### src/rtl/sdram_arbit.sv
// -----------------------------------------------------------------------------
// sdram_arbit
//
// Command-bus arbiter for the SDRAM controller. Four sub-blocks compete for
// the single command/bank/address bus: initialization, auto-refresh, write
// and read. Only one of them owns the bus at a time.
//
// Ownership rules:
//   - Initialization owns the bus from reset until init_end is seen.
//   - After that, refresh has priority over data traffic.
//   - When write and read are both pending, they take turns.
//   - Once a block is granted, it keeps the bus until its own *_end pulse.
//     There is no preemption.
//   - Every release returns to an idle (ARBIT) cycle that drives NOP, so
//     grants are always separated by at least one NOP.
//
// Ports:
//   sys_clk, sys_rst_n            clock, asynchronous active-low reset
//   init_end                      initialization finished (level, sticky)
//   init_cmd/_ba/_addr            init block command bus
//   aref_req, aref_end            refresh request (level) / done (pulse)
//   aref_cmd/_ba/_addr            refresh block command bus
//   wr_req, wr_end                write request (level) / done (pulse)
//   wr_cmd/_ba/_addr              write block command bus
//   wr_dq_oe, wr_data             write block DQ enable and data
//   rd_req, rd_end                read request (level) / done (pulse)
//   rd_cmd/_ba/_addr              read block command bus
//   aref_en, wr_en, rd_en         registered grants, high while owned
//   sdram_cs_n.._we_n             command pins (cmd bits 3..0)
//   sdram_ba, sdram_addr          bank / address pins
//   sdram_dq_oe, sdram_dq_o       DQ output enable / output data
// -----------------------------------------------------------------------------
module sdram_arbit #(
  parameter logic [3:0] CMD_NOP = 4'b0111
) (
  input  logic        sys_clk,
  input  logic        sys_rst_n,

  input  logic        init_end,
  input  logic [3:0]  init_cmd,
  input  logic [1:0]  init_ba,
  input  logic [11:0] init_addr,

  input  logic        aref_req,
  input  logic        aref_end,
  input  logic [3:0]  aref_cmd,
  input  logic [1:0]  aref_ba,
  input  logic [11:0] aref_addr,

  input  logic        wr_req,
  input  logic        wr_end,
  input  logic [3:0]  wr_cmd,
  input  logic [1:0]  wr_ba,
  input  logic [11:0] wr_addr,
  input  logic        wr_dq_oe,
  input  logic [15:0] wr_data,

  input  logic        rd_req,
  input  logic        rd_end,
  input  logic [3:0]  rd_cmd,
  input  logic [1:0]  rd_ba,
  input  logic [11:0] rd_addr,

  output logic        aref_en,
  output logic        wr_en,
  output logic        rd_en,

  output logic        sdram_cs_n,
  output logic        sdram_ras_n,
  output logic        sdram_cas_n,
  output logic        sdram_we_n,
  output logic [1:0]  sdram_ba,
  output logic [11:0] sdram_addr,
  output logic        sdram_dq_oe,
  output logic [15:0] sdram_dq_o
);

  typedef enum logic [2:0] {
    ST_INIT  = 3'd0,
    ST_ARBIT = 3'd1,
    ST_AREF  = 3'd2,
    ST_WRITE = 3'd3,
    ST_READ  = 3'd4
  } state_t;

  state_t state_reg;
  // Set when the most recent completed data grant was a write. It is used to
  // break a write/read tie in favour of the other side. Refresh grants leave
  // it untouched, so the alternation carries across a refresh.
  logic   last_wr_reg;

  // ---------------------------------------------------------------------------
  // State machine with registered grants.
  // The grant flags are updated on the same edge as the state, so each flag
  // tracks its state exactly.
  // ---------------------------------------------------------------------------
  always_ff @(posedge sys_clk or negedge sys_rst_n) begin
    if (!sys_rst_n) begin
      state_reg   <= ST_INIT;
      last_wr_reg <= 1'b0;
      aref_en     <= 1'b0;
      wr_en       <= 1'b0;
      rd_en       <= 1'b0;
    end else begin
      case (state_reg)
        ST_INIT: begin
          if (init_end) begin
            state_reg <= ST_ARBIT;
          end
        end

        ST_ARBIT: begin
          if (aref_req) begin
            state_reg <= ST_AREF;
            aref_en   <= 1'b1;
          end else if (wr_req && (!rd_req || !last_wr_reg)) begin
            // Write goes if it is alone, or if it is a tie and read went last.
            state_reg <= ST_WRITE;
            wr_en     <= 1'b1;
          end else if (rd_req) begin
            state_reg <= ST_READ;
            rd_en     <= 1'b1;
          end
        end

        // Only the owner's own end pulse releases the bus. End pulses from
        // other blocks are ignored.
        ST_AREF: begin
          if (aref_end) begin
            state_reg <= ST_ARBIT;
            aref_en   <= 1'b0;
          end
        end

        ST_WRITE: begin
          if (wr_end) begin
            state_reg   <= ST_ARBIT;
            wr_en       <= 1'b0;
            last_wr_reg <= 1'b1;
          end
        end

        ST_READ: begin
          if (rd_end) begin
            state_reg   <= ST_ARBIT;
            rd_en       <= 1'b0;
            last_wr_reg <= 1'b0;
          end
        end

        default: begin
          state_reg <= ST_INIT;
          aref_en   <= 1'b0;
          wr_en     <= 1'b0;
          rd_en     <= 1'b0;
        end
      endcase
    end
  end

  // ---------------------------------------------------------------------------
  // Bus mux.
  // The select comes only from the state register, so a request input never
  // reaches the pins combinationally.
  // ---------------------------------------------------------------------------
  logic [3:0]  cmd_mux;
  logic [1:0]  ba_mux;
  logic [11:0] addr_mux;

  always_comb begin
    cmd_mux  = CMD_NOP;
    ba_mux   = 2'b11;
    addr_mux = 12'hFFF;
    case (state_reg)
      ST_INIT: begin
        cmd_mux  = init_cmd;
        ba_mux   = init_ba;
        addr_mux = init_addr;
      end
      ST_AREF: begin
        cmd_mux  = aref_cmd;
        ba_mux   = aref_ba;
        addr_mux = aref_addr;
      end
      ST_WRITE: begin
        cmd_mux  = wr_cmd;
        ba_mux   = wr_ba;
        addr_mux = wr_addr;
      end
      ST_READ: begin
        cmd_mux  = rd_cmd;
        ba_mux   = rd_ba;
        addr_mux = rd_addr;
      end
      default: begin
        cmd_mux  = CMD_NOP;
        ba_mux   = 2'b11;
        addr_mux = 12'hFFF;
      end
    endcase
  end

  assign sdram_cs_n  = cmd_mux[3];
  assign sdram_ras_n = cmd_mux[2];
  assign sdram_cas_n = cmd_mux[1];
  assign sdram_we_n  = cmd_mux[0];
  assign sdram_ba    = ba_mux;
  assign sdram_addr  = addr_mux;

  // ---------------------------------------------------------------------------
  // DQ drive.
  // The write block can drive DQ only while it owns the bus. Output data is
  // forced to zero whenever the output enable is low, so the data lines stay
  // quiet when DQ is not being driven.
  // ---------------------------------------------------------------------------
  assign sdram_dq_oe = (state_reg == ST_WRITE) && wr_dq_oe;

  generate
    for (genvar gi = 0; gi < 16; gi++) begin : g_dq
      assign sdram_dq_o[gi] = wr_data[gi] & sdram_dq_oe;
    end
  endgenerate

endmodule
### config.mk
export PLATFORM = sky130hd
export DESIGN_NAME = sdram_arbit
export DESIGN_NICKNAME = d
export VERILOG_FILES = /design/src/rtl/sdram_arbit.sv
export SDC_FILE = /design/constraint.sdc
export NUM_CORES = 1
export LEC_CHECK = 0
export ABC_AREA = 1
export CAP_MARGIN = 20
export CORE_MARGIN = 2
export CORE_UTILIZATION = 29
export DETAILED_ROUTE_END_ITERATION = 10
export GPL_TIMING_DRIVEN = 0
export PLACE_DENSITY_LB_ADDON = 0.12
export SYNTH_ARGS = -nofsm -noshare
export SYNTH_HDL_FRONTEND = slang
export SYNTH_SLANG_ARGS = --single-unit
### constraint.sdc
create_clock -name sys_clk -period 4.8 [get_ports sys_clk]
set_input_delay 1.2 -clock sys_clk [delete_from_list [all_inputs] [get_ports sys_clk]]
set_output_delay 1.2 -clock sys_clk [all_outputs]
set_load 0.01 [all_outputs]
==> summary.md <==
| Metric | Value |
|---|---|
| Synthesized flop and latch total | 7 |
| Worst Setup End Kind | output pin |
| Reg-to-reg critical path startpoint | state_reg[0] |
| CTS tree | built |
| CP Class | in2out |
| FP Rows | 23 |
| Placer Congestion | about 0.8 |
| Die footprint | ~4500 um2 |
| WHS Endpoint | aref_en |
| Syn Area/Cell | 5.17 um2 |
| Synth unique cells | 19 |
| Hold Crit Depth | 2 |
| Post-CTS Setup Inserts | 0 |
| EDFF count, synth | 0 |
| Starting density of the core | ~30% |
| Drt initial violations | 56 |
| Ys Warns | 0 |
| Post-synth ARST share | 100% |
| Placed wire-length estimate | just over 4000 um |
| Synth Area in Adders | 0% |
| Routed WL per cell | around 12 um |
| CTS sink count | 7 |
| Clock skew | 0.00593 ns |
| Routed vias/inst | between 4 and 5 |
| Final core utilization | 66.5% |
| DR DRC count | 0 |
| Worst path max stage delay | between 0.5 and 0.6 ns |
| CTS Hold Bufs | 0 |
| Largest net degree at the start of global routing | 11 |
| TritonRoute pass-1 iters | 4 |
| Boundary pin count | ~140 |
| Post-route ant nets | 0 |
| Post-synthesis simple-gate area fraction | just under 60% |
| Post-synthesis compound-gate area fraction | between 10% and 20% |
| Synthesized cell area | around 1200 um2 |
| Gr ovfl total | 0 |
| Syn_nets | between 300 and 400 |
| Status | completed |
| Mux contribution to synthesized area | 0% |
| Crit Reg-Reg Endpoint | state_reg[0] |
| Hold Vio Cnt, Final | 0 |
| Vias in the first global route | around 1,600 |
| Core Footprint | roughly 3900 um2 |
| Root buffer cell | clkbuf_8 |
| Fmax | around 260 MHz |
| # diodes | 0 |
| Area growth from synthesis to layout | 125% |
| Period utilisation layout | approximately four fifths |
| Tightest Pin Transition | about 0.39 ns |
| Total Wirelength | between 4000 and 5000 um |
| Setup TNS | 0 ns |
| Die Height | between 60 and 70 um |
| Worst Setup Start Kind | primary input |
| Worst-path clk slew | 0.04 ns |
| # resized after CTS | 0 |
| Crit path cell chain | clkdlybuf4s50_1 > nand2_2 > buf_2 > nor2_1 > clkdlybuf4s50_1 |
| CTS buffer count | 3 |
| Flip-flop count of the largest register after layout | 3 |
| Cell mode on critical path | clkdlybuf4s50_1 |
| Combinational share of power | 84.8% |
| CTS H-tree depth | 1 |
| Clock Path Buffers | 2 |
| Net switching power | about 560 uW |
| Final nets | around 460 |
| Die W | around 67 um |
| Commonest non-fill, non-tap cell in the layout | clkdlybuf4s50_1 |
| Slew Limit Headroom | around 74% |
| Worst-path fanout max | 10 |
| Crit path DAT | 2.63 ns |
| Slowest CP cell | clkdlybuf4s50_1 |
| Final-report setup violation count | 0 |
| R2R depth | 8 |
| Global-route wire length before repair | 7140 um |
| RSZ-0062 raised after global routing | false |
| Sw frac | 45.4% |
| Via count | approximately 1,900 |
| Most used flip-flop cell after synthesis | dfrtp_1 |
| Maximum VDD drop | slightly below 0.0003 V |
| Synth Area in XOR/XNOR | 0% |
| Commonest cells after routing, fill and taps aside | clkdlybuf4s50_1 (135), nand2_1 (79), nand3_1 (46), inv_1 (26), nor2_1 (20) |
| Layout cells sized above 1 | under 10% |
| Cell-internal power | about 680 uW |
| Syn Inst Count | approximately 230 |
| Pleak | approximately 0.0012 uW |
| Fin crit period | approximately 3.8 ns |
| Critical Path RT | approximately 3.6 ns |
| Max-Cap Viols | 0 |
| Port bufs | 135 |
| GRT Overall Usage | about a fifth |
| Max-slew violation count | 0 |
| Clock Latency Late Sink | 0.23 ns |
| Hold Crit Class | reg2reg |
| Flop pwr share | 8.6% |
| Cell Pwr Density | around 470 nW/um2 |
| Largest family of logic cells by synthesized area | simple AND/OR/NAND/NOR gates |
| Clk network pwr share | 6.6% |
| Register area share after synthesis | between 10% and 20% |
| Hold_sp | aref_en |
| Initial antenna violation count | 0 |
| R2R setup slack | ~3.4 ns |
| Power Total | ~1200 uW |
[Yosys cell counts, types with 2 or more instances]
library cell / instances / share of area (%)
buf_4: 4 / 2.6
inv_1: 26 / 8.4
nor2_1: 20 / 6.5
buf_6: 3 / 2.9
dfrtp_1: 7 / 15
nand2_2: 2 / 1.1
buf_2: 3 / 1.3
nand2_1: 79 / 25
nor2_4: 2 / 1.9
o21ai_0: 4 / 1.7
a21oi_1: 17 / 7.3
inv_2: 3 / 0.97
nor2_2: 4 / 2.2
nand3_1: 46 / 20
[final cells by class]
class | count | area (um2)
flip-flops and latches | 7 | 175
multi-input cells | 178 | 797
plain buffers | 10 | 78.8
repair buffers | 135 | 1350
fillers | 395 | 1320
well taps | 50 | 62.6
inverters | 30 | 113
clock buffers | 4 | 45.0
[metal layers]
layer / global-route usage, % / wire, um / share of wire [%] / vias up
li1: - / - / - / 989
met4: 3.32 / 59 / 1.2 / 0
met2: 36.8 / 2380 / 49 / 105
met5: 0 / 0 / 0 / -
met1: 23.0 / 1870 / 38 / 805
met3: 6.83 / 571 / 12 / 4
[stage by stage]
| stage | std cells | hold slack [ns] | setup slack [ns] | instance area, um2 |
|---|---|---|---|---|
| after floorplan | 225 | 0.450 | 1.98 | 1160 |
| after global placement | 410 | 0.456 | 0.961 | 2580 |
| after detailed placement | 410 | 0.464 | 0.956 | 2580 |
| after CTS | 414 | 0.475 | 0.955 | 2620 |
| after global routing | 414 | 0.524 | 0.882 | 2620 |
| final | 414 | 0.476 | 0.975 | 2620 |
[power groups by stage]
stage          Sequential, uW  Combinational, uW  Clock [uW]
3_3_place_gp              107               1040           0
3_5_place_dp              108               1050           0
6_report                  107               1050        81.7
4_1_cts                   107               1060        84.2
2_1_floorplan             109                565           0
5_1_grt                   110               1160        87.9
[worst max-delay path by stage]
stage / startpoint / end / depth (start not counted)
floorplan: wr_dq_oe / sdram_dq_o[0] / 3
global placement: wr_dq_oe / sdram_dq_o[14] / 5
detailed placement: wr_dq_oe / sdram_dq_o[1] / 5
CTS: wr_dq_oe / sdram_dq_o[1] / 5
global route: wr_dq_oe / sdram_dq_o[1] / 5
finish: wr_dq_oe / sdram_dq_o[1] / 5
[worst max-delay path, delay by kind of cell]
kind | cells | cell delay [ns]
AND/OR/NAND/NOR | 2 | 0.20
buffers and inverters | 3 | 1.22
[cell families (layout without fill, tap and decap cells)]
group | count (synthesis) | after routing
AND/OR/NAND/NOR | 155 | 155
buffers and inverters | 40 | 179
flip-flops | 7 | 7
AO/OA/AOI/OAI | 23 | 23
(Power assumes the default switching activity.)
